$ cat config.mk
export PLATFORM = sky130hd
export DESIGN_NAME = pl_reset_sequencer
export DESIGN_NICKNAME = d
export VERILOG_FILES = /design/src/rtl/pl_reset_pkg.sv /design/src/rtl/pl_reset_sequencer_sync.sv /design/src/rtl/pl_reset_sequencer.sv
export SDC_FILE = /design/constraint.sdc
export NUM_CORES = 1
export LEC_CHECK = 0
export CAP_MARGIN = 20
export CORE_ASPECT_RATIO = 1.2
export CORE_MARGIN = 1.5
export CORE_UTILIZATION = 50
export DETAILED_ROUTE_END_ITERATION = 8
export GPL_TIMING_DRIVEN = 0
export PLACE_DENSITY = 0.76
export SYNTH_ARGS = -nofsm -noshare
export SYNTH_HDL_FRONTEND = slang
export SYNTH_HIERARCHICAL = 1
export SYNTH_SLANG_ARGS = --single-unit
$ cat constraint.sdc
create_clock -name pl_clk0 -period 2.64 [get_ports pl_clk0]
set_input_delay 0.396 -clock pl_clk0 [delete_from_list [all_inputs] [get_ports pl_clk0]]
set_output_delay 0.396 -clock pl_clk0 [all_outputs]
set_load 0.005 [all_outputs]
$ cat src/rtl/pl_reset_pkg.sv
// pl_reset_pkg: state encodings, default timing constants and the lock timeout limit
package pl_reset_pkg;

    localparam logic [2:0] ST_RST         = 3'd0;
    localparam logic [2:0] ST_WAIT_LOCK   = 3'd1;
    localparam logic [2:0] ST_HOLD_IC     = 3'd2;
    localparam logic [2:0] ST_HOLD_PERIPH = 3'd3;
    localparam logic [2:0] ST_RUN         = 3'd4;

    localparam int DEF_SYNC_STAGES = 2;
    localparam int DEF_LOCK_FILTER = 8;
    localparam int DEF_IC_HOLD     = 16;
    localparam int DEF_PERIPH_HOLD = 16;
    localparam int DEF_CNT_W       = 16;

    localparam logic [15:0] LOCK_TIMEOUT_LIMIT = 16'd4095;

    function automatic int max2(input int a, input int b);
        return (a > b) ? a : b;
    endfunction

endpackage

$ cat src/rtl/pl_reset_sequencer_sync.sv
// pl_sync_bit: multi-flop synchroniser with asynchronous active-low clear
module pl_sync_bit #(
    parameter int STAGES = 2
) (
    input  logic clk,
    input  logic rst_n,
    input  logic d,
    output logic q
);
    logic [STAGES-1:0] sync_q, sync_d;

    // shift the asynchronous input one stage per clock
    always_comb sync_d = {sync_q[STAGES-2:0], d};

    // synchroniser flops, cleared by the async reset
    always_ff @(posedge clk or negedge rst_n)
        if (!rst_n) sync_q <= '0;
        else sync_q <= sync_d;

    assign q = sync_q[STAGES-1];
endmodule

$ cat src/rtl/pl_reset_sequencer.sv
// pl_reset_sequencer: staged PL reset release gated on a filtered clk_wizard lock (optional LOCK_TIMEOUT_EN)
module pl_reset_sequencer
    import pl_reset_pkg::*;
#(
    parameter int SYNC_STAGES = DEF_SYNC_STAGES,
    parameter int LOCK_FILTER = DEF_LOCK_FILTER,
    parameter int IC_HOLD     = DEF_IC_HOLD,
    parameter int PERIPH_HOLD = DEF_PERIPH_HOLD,
    parameter int CNT_W       = DEF_CNT_W
) (
    input  logic             pl_clk0,
    input  logic             pl_resetn,
    input  logic             locked,
    input  logic             soft_rst_req,
    output logic             interconnect_aresetn,
    output logic             peripheral_aresetn,
    output logic             seq_ready,
    output logic [2:0]       seq_state,
    output logic [CNT_W-1:0] run_cnt,
    output logic [7:0]       lock_loss_cnt,
    output logic             lock_timeout
);
    localparam int FW = $clog2(LOCK_FILTER + 1);
    localparam int HW = $clog2(max2(IC_HOLD, PERIPH_HOLD) + 1);
    localparam logic [FW-1:0] FILT_LAST = FW'(LOCK_FILTER - 1);
    localparam logic [HW-1:0] IC_LAST   = HW'(IC_HOLD - 1);
    localparam logic [HW-1:0] PH_LAST   = HW'(PERIPH_HOLD - 1);

    logic lk, srq, good;
    logic [2:0]       state_q, state_d;
    logic [FW-1:0]    filt_q, filt_d;
    logic [HW-1:0]    hold_q, hold_d;
    logic             ic_q, ic_d, periph_q, periph_d;
    logic [CNT_W-1:0] run_q, run_d;
    logic [7:0]       loss_q, loss_d;

    pl_sync_bit #(.STAGES(SYNC_STAGES)) u_sync_lk (.clk(pl_clk0), .rst_n(pl_resetn), .d(locked), .q(lk));
    pl_sync_bit #(.STAGES(SYNC_STAGES)) u_sync_srq (.clk(pl_clk0), .rst_n(pl_resetn), .d(soft_rst_req), .q(srq));

    assign good = lk & ~srq;

    // sequencing FSM: any lock loss or soft request falls back to WAIT_LOCK
    always_comb begin
        state_d = state_q;
        filt_d  = '0;
        hold_d  = '0;
        case (state_q)
            ST_RST: state_d = ST_WAIT_LOCK;
            ST_WAIT_LOCK: begin
                filt_d  = good ? filt_q + FW'(1) : '0;
                if (good && filt_q == FILT_LAST) begin
                    state_d = ST_HOLD_IC;
                    filt_d  = '0;
                end
            end
            ST_HOLD_IC: begin
                hold_d  = hold_q + HW'(1);
                if (!good) state_d = ST_WAIT_LOCK;
                else if (hold_q == IC_LAST) state_d = ST_HOLD_PERIPH;
                if (state_d != state_q) hold_d = '0;
            end
            ST_HOLD_PERIPH: begin
                hold_d  = hold_q + HW'(1);
                if (!good) state_d = ST_WAIT_LOCK;
                else if (hold_q == PH_LAST) state_d = ST_RUN;
                if (state_d != state_q) hold_d = '0;
            end
            ST_RUN: state_d = good ? ST_RUN : ST_WAIT_LOCK;
            default: state_d = ST_WAIT_LOCK;
        endcase
    end

    // registered reset outputs and saturating monitor counters
    always_comb begin
        ic_d     = (state_d == ST_HOLD_PERIPH) || (state_d == ST_RUN);
        periph_d = (state_d == ST_RUN);
        run_d    = (state_q == ST_RUN) ? (&run_q ? run_q : run_q + CNT_W'(1))
                 : (state_d == ST_RUN) ? '0 : run_q;
        loss_d   = (state_q == ST_RUN && !lk && loss_q != 8'hFF) ? loss_q + 8'd1 : loss_q;
    end

    // state and output flops, all cleared asynchronously
    always_ff @(posedge pl_clk0 or negedge pl_resetn)
        if (!pl_resetn) begin
            state_q  <= ST_RST;
            filt_q   <= '0;
            hold_q   <= '0;
            ic_q     <= 1'b0;
            periph_q <= 1'b0;
            run_q    <= '0;
            loss_q   <= '0;
        end else begin
            state_q  <= state_d;
            filt_q   <= filt_d;
            hold_q   <= hold_d;
            ic_q     <= ic_d;
            periph_q <= periph_d;
            run_q    <= run_d;
            loss_q   <= loss_d;
        end

`ifdef LOCK_TIMEOUT_EN
    logic [15:0] to_cnt_q, to_cnt_d;
    logic        to_q, to_d;

    // count consecutive WAIT_LOCK cycles and latch the timeout flag
    always_comb begin
        to_cnt_d = (state_d != ST_WAIT_LOCK || state_q != ST_WAIT_LOCK) ? '0
                 : to_cnt_q + {15'd0, ~&to_cnt_q};
        to_d     = to_q | (to_cnt_d == LOCK_TIMEOUT_LIMIT);
    end

    // timeout counter and sticky flag flops
    always_ff @(posedge pl_clk0 or negedge pl_resetn)
        if (!pl_resetn) begin
            to_cnt_q <= '0;
            to_q     <= 1'b0;
        end else begin
            to_cnt_q <= to_cnt_d;
            to_q     <= to_d;
        end

    assign lock_timeout = to_q;
`else
    assign lock_timeout = 1'b0;
`endif

    assign interconnect_aresetn = ic_q;
    assign peripheral_aresetn   = periph_q;
    assign seq_ready            = periph_q;
    assign seq_state            = state_q;
    assign run_cnt              = run_q;
    assign lock_loss_cnt        = loss_q;
endmodule

### After elaboration in Yosys (flattened, before gate mapping)

Cells that the tools add are included.

| operators by class | value |
|---|---|
| add/subtract/negate cells | 4 |
| equality and inequality tests | 12 |
| multiplexer cells | 18 |
| bitwise gates (word level) | 2 |
| reduce and logical (&&, ||, !) cells | 8 |

Operators with widths:

| kind | count |
|---|---|
| $mux W16 | 3 |
| $mux W3 | 8 |
| $add A16 B1 Y16 const B | 1 |
| $reduce_and A16 Y1 | 1 |
| $mux W4 | 3 |
| $pmux W3 S4 | 1 |
| $mux W5 | 2 |
| $pmux W5 S2 | 1 |
| $eq A3 B2 Y1 const B | 3 |
| $add A8 B1 Y8 const B | 1 |
| $ne A8 B8 Y1 const B | 1 |
| $eq A3 B3 Y1 const B | 2 |
| $ne A3 B3 Y1 | 2 |
| $add A5 B1 Y5 const B | 1 |
| $eq A5 B4 Y1 const B | 1 |
| $add A4 B1 Y4 const B | 1 |
| $eq A4 B3 Y1 const B | 1 |
| $eq A3 B1 Y1 const B | 1 |
| $logic_and A1 B1 Y1 | 3 |
| $ne A2 B2 Y1 const B | 1 |
| $reduce_and A2 Y1 | 1 |
| $reduce_bool A2 Y1 | 1 |
| $and A1 B1 Y1 | 1 |
| $logic_not A1 Y1 | 1 |
| other kinds (2) | 2 |

| word-level totals | value |
|---|---|
| bits in registers | 42 |
| input port bits | 4 |
| output and inout port bits | 31 |
| logic and storage cells | 53 |

### Logic depth before layout (Yosys ltp)

| depth | value |
|---|---|
| depth after elaboration | 8 |
| gate-level depth with buffers | 8 |

### Cells and area by module

The synthesis kept the hierarchy.

By module, submodules not included:

| module | instances | cells each | area an instance (um^2) | sequential area each (um^2) |
|---|---|---|---|---|
| pl_reset_sequencer | 1 | 196 | 1989.4 | 950.9 |
| pl_sync_bit | 2 | 2 | 50.0 | 50.0 |

### Least setup slack after synthesis

No wires, ideal clock.

| timing | value |
|---|---|
| path type | register to register |
| start point | register hold_q[0] |
| end point | register run_q[8], in the netlist run_cnt[8] |
| setup time | 0.138 ns |
| arrival | 1.753 ns |
| slack | 0.749 ns |
| stages on the path, launching flop included | 9 |
| clock period less this slack | 1.891 ns |
| cells stage by stage | dfrtp_1 ha_1 and3_1 ha_1 nand2_1 or3_1 o21ai_0 buf_2 a31oi_1 |

| between the ends | value |
|---|---|
| word-level cells in the longest chain between the ends | 8 |
| elaborated cells between the ends (all ways) | 11 |
| those cells by class | 2 x eq/ne; 7 x mux; 2 x reduce/logical |

RTL lines:

| what | line | source |
|---|---|---|
| from (decl) | pl_reset_sequencer.sv:32 | `logic [HW-1:0] hold_q, hold_d;` |
| from (signal assigned) | pl_reset_sequencer.sv:95 | `hold_q <= hold_d;` |
| $eq A5 B4 Y1 (*) | pl_reset_sequencer.sv:59, pl_reset_sequencer.sv:65 |  |
| $mux W3, on equally long branches | pl_reset_sequencer.sv:65, pl_reset_sequencer.sv:59 |  |
| $mux W3, on equally long branches | pl_reset_sequencer.sv:64, pl_reset_sequencer.sv:58 |  |
| $mux W3 | pl_reset_sequencer.sv:47 | `case (state_q)` |
| $pmux W3 S4 (*) | pl_reset_sequencer.sv:47 |  |
| $eq A3 B3 Y1 (*) | pl_reset_sequencer.sv:78 | `: (state_d == ST_RUN) ? '0 : run_q;` |
| $reduce_bool A2 Y1 (no source line) (*) | -- |  |
| $reduce_and A2 Y1 (no source line) (*) | -- |  |
| to (signal assigned) | pl_reset_sequencer.sv:98 | `run_q <= run_d;` |
| to (decl) | pl_reset_sequencer.sv:34 | `logic [CNT_W-1:0] run_q, run_d;` |

Every way passes the cells marked *; elsewhere a longest branch is shown, timed or not. The select of a mux whose other input is x is not followed.
A chain may end at the register's enable or synchronous reset.

### Worst setup path in the final report

| timing | value |
|---|---|
| start point | register hold_q[0] |
| end point | register run_q[6], in the netlist run_cnt[6] |

Same word-level chain as after synthesis.

==> results.cfg <==
[clocking]
cts_max_path_buffers = 2
cts_tree = built
clock_insertion_delay_worst_skew_ns = 0.29
post_cts_sizing_count = 0
clkTransAtPathRegs_ns = 0.09
cts-htree-levels = 2
cts_inserted_buffers = 5
ctsHoldBuffers = 0
cts_sinks = 42
cts_setup_buffers = 0
cts.root.buffer_cell = clkbuf_8

[logic_synthesis]
yosysWarningCount = 6
post_synth_mux_area_share = 0.00479
ys_ff_latch = 42
syn_area_mm2 = 0.00209
synth_edf_count = 0
syn-num-nets = 209
post_synth_and_or_nand_nor_area_fraction = 0.232
synthFlopType = dfrtp_1
synth-adder-area-share = 0.0299
synth-async-reset-ratio = 1.00
yosys.area_share.xor_xnor = 0.0503
synth-seq-area-share = 0.503
main_combinational_cell_family_by_area_after_synthesis = simple AND/OR/NAND/NOR gates
post_synthesis_cell_type_count = 50
avgSynthCellArea_um2 = 10.4
synthesis.instances = 200
fraction_of_the_mapped_netlist_area_in_compound_gates = 0.143

[routing]
via_per_inst = 5.61
drcViolationCount = 0
drtPass1Iterations = 4
met3_length_um = 149
routed_wire_length_mm = 4.08
dr.first_iter.drc_count = 67
routed-via-count = 1661
drt.antenna.violating_nets = 0
detailroute.wirelength.met2_mm = 2.04
route.layer.met1.wl_mm = 1.86
routed.top_layer = met4
routedWlPerCell_um = 13.8

[setup_path]
crit_chain = ha_1 -> and3_1 -> ha_1 -> nand2_1 -> or3_1 -> o21ai_0 -> buf_2 -> a31oi_1
worstReg2RegStart = hold_q[0]
critical_path_peak_fanout = 10
worstPathBufferInverterCount = 1
critical-path-max-stage-delay_ns = 0.47
worst_r2r_path_depth = 8
critical_path.startpoint = hold_q[0]
critPathArrivalTime_ns = 2.34
worst-endpoint-required_ns = 2.80
critPathLaunchType = register
worstReg2RegEnd = run_cnt[6]
worst_setup_path_end_kind = register
setup.worst_path.class = register to register
path_delay_family = simple AND/OR/NAND/NOR gates
r2r_slack_ns = 0.46
cpMaxStageDelayCell = or3_1
critPathMostFrequentCell = ha_1

[power]
power_frac_seq = 0.587
pwrdens_mw_per_mm2 = 426
power.share.switching = 0.217
p_total_uw = 1110
clkPwrFrac = 0.390
pwr-share-comb = 0.024
switchingPower_uw = 240
pleak_uw = 0.00111
ir_drop_mv = 0.353
cell_internal_pwr_uw = 867

[timing]
finalSetupViolCount = 0
min_period_over_period = 0.828
slew_violations = 0
period_minus_slack_ns = 2.18
unrepaired_setup_endpoints_after_global_routing = no
fmaxAchievable_mhz = 458
totalNegativeSetupSlack_ns = 0
hold_violations = 0
finClkSkew_ns = 0.0135

[layout]
fin_cells = 296
post_route_cells_drive_above_1_share = 0.0950
syn2layout_area_growth_pct = 24.3
final_nets = 250
final.fill_count = 328
layout.cells.most_common_list = dfrtp_1 (42), clkdlybuf4s50_1 (32), nand2_1 (13)
final_util = 0.654
layout_commonest_cell = dfrtp_1
insertedDiodeCount = 0

[grt]
total_grt_usage = 0.207
overflow = 0
via_count_of_the_first_global_routing_pass = 1562
grt_first_pass_wirelength_mm = 7.02
grt_antenna_before_repair = 0
pin_count_of_the_biggest_net_entering_global_routing = 26

[floorplan]
floorplan.initialDensity = 0.526
die_height_um = 73.8
placement_rows = 25
ios = 35
die_area_mm2 = 0.00458
die_w_um = 62.0
core-area_mm2 = 0.00397

[status]
run_status = finished, final reports clean

[place]
dp_cells = 288
numPortBuffers = 33
dpl.hpwl_mm = 2.93
routability_congestion_estimate_from_global_placement = 0.867

[flow_run]
max_cap_violations = 0

[hold_path]
worst_hold_path_type = input pin to async pin
==> worst max path at each step <==
stage,endpoint,cells after the start
floorplan,run_cnt[8],8
global placement,hold_q[1],1
detailed placement,run_cnt[6],8
CTS,run_cnt[6],8
global route,run_cnt[6],8
finish,run_cnt[6],8
==> area by class of cell <==
type / count / area (µm²) / share of cell area
flip-flops and latches: 42 / 1050 / 0.405
well taps: 54 / 67.6 / 0.0260
plain buffers: 8 / 40.0 / 0.0154
clock buffers: 6 / 82.6 / 0.0318
repair buffers: 34 / 345 / 0.133
multi-input cells: 141 / 965 / 0.371
inverters: 9 / 33.8 / 0.0130
clock inverters: 2 / 12.5 / 0.00482
==> flip-flops by register name (all words and copies together), names as in the netlist <==
register / count
filt_q: 4
lock_loss_cnt: 8
hold_q: 5
u_sync_srq/sync_q: 2
seq_state: 3
interconnect_aresetn: 1
u_sync_lk/sync_q: 2
peripheral_aresetn: 1
run_cnt: 16
==> power groups by stage <==
stage / Clock (µW) / Combinational [µW] / Sequential, µW
floorplan: 0 / 6.55 / 662
global placement: 0 / 24.6 / 662
detailed placement: 0 / 27.4 / 662
CTS: 446 / 27.4 / 649
global route: 474 / 30.9 / 650
finish: 431 / 26.1 / 650
==> stage by stage <==
| step | hold WS, ns | setup WS (ns) | cell area, µm² |
|---|---|---|---|
| floorplan | 0.100 | 0.749 | 2090 |
| global placement | 0.332 | 0.0920 | 2490 |
| detailed placement | 0.339 | 0.471 | 2500 |
| CTS | 0.0293 | 0.433 | 2600 |
| global route | 0.0443 | 0.244 | 2600 |
| finish | 0.0248 | 0.455 | 2600 |
==> routing by layer <==
layer  global-route usage  vias up
met2                0.331       30
met4               0.0780        0
li1                     -      820
met5                    0        -
met1                0.270      809
met3               0.0458        2
==> cells in the mapped netlist, drive strengths merged (2+ instances only) <==
cell type / n / area [µm²]
and4: 3 / 27.5
and3: 3 / 18.8
o21ai: 5 / 25.0
nand3: 12 / 60.1
nor4: 3 / 33.8
xor2: 5 / 43.8
a21oi: 11 / 55.1
dfrtp: 42 / 1050
a21boi: 4 / 30.0
ha: 5 / 62.6
nand2: 13 / 48.8
o211ai: 5 / 42.5
clkbuf: 4 / 15.0
or3: 5 / 32.5
nor3: 4 / 20.0
xnor2: 7 / 61.3
buf: 4 / 25.0
nand4: 6 / 58.8
or4: 6 / 52.6
o21a: 3 / 22.5
a31oi: 5 / 31.3
inv: 9 / 33.8
nor2: 12 / 45.0
a41oi: 2 / 17.5
nand2b: 4 / 25.0
o31ai: 3 / 22.5
==> cells by family (layout without fill, tap and decap cells) <==
family	count (synthesis)	after routing
other cells	1	1
buf+inv	17	59
xor+xnor	12	12
mux	1	1
flops	42	42
compound gates	44	44
simple gates	78	78
fa+ha+maj	5	5
==> worst register-to-register path, delay by kind of cell, from the launching register on <==
kind,cells,cell delay (ns)
buffers and inverters,1,0.28
AND/OR/NAND/NOR,3,0.71
AO/OA/AOI/OAI,2,0.26
flip-flops,1,0.37
adder cells (fa/ha/maj),2,0.43
Power figures use the tool's default switching activity.
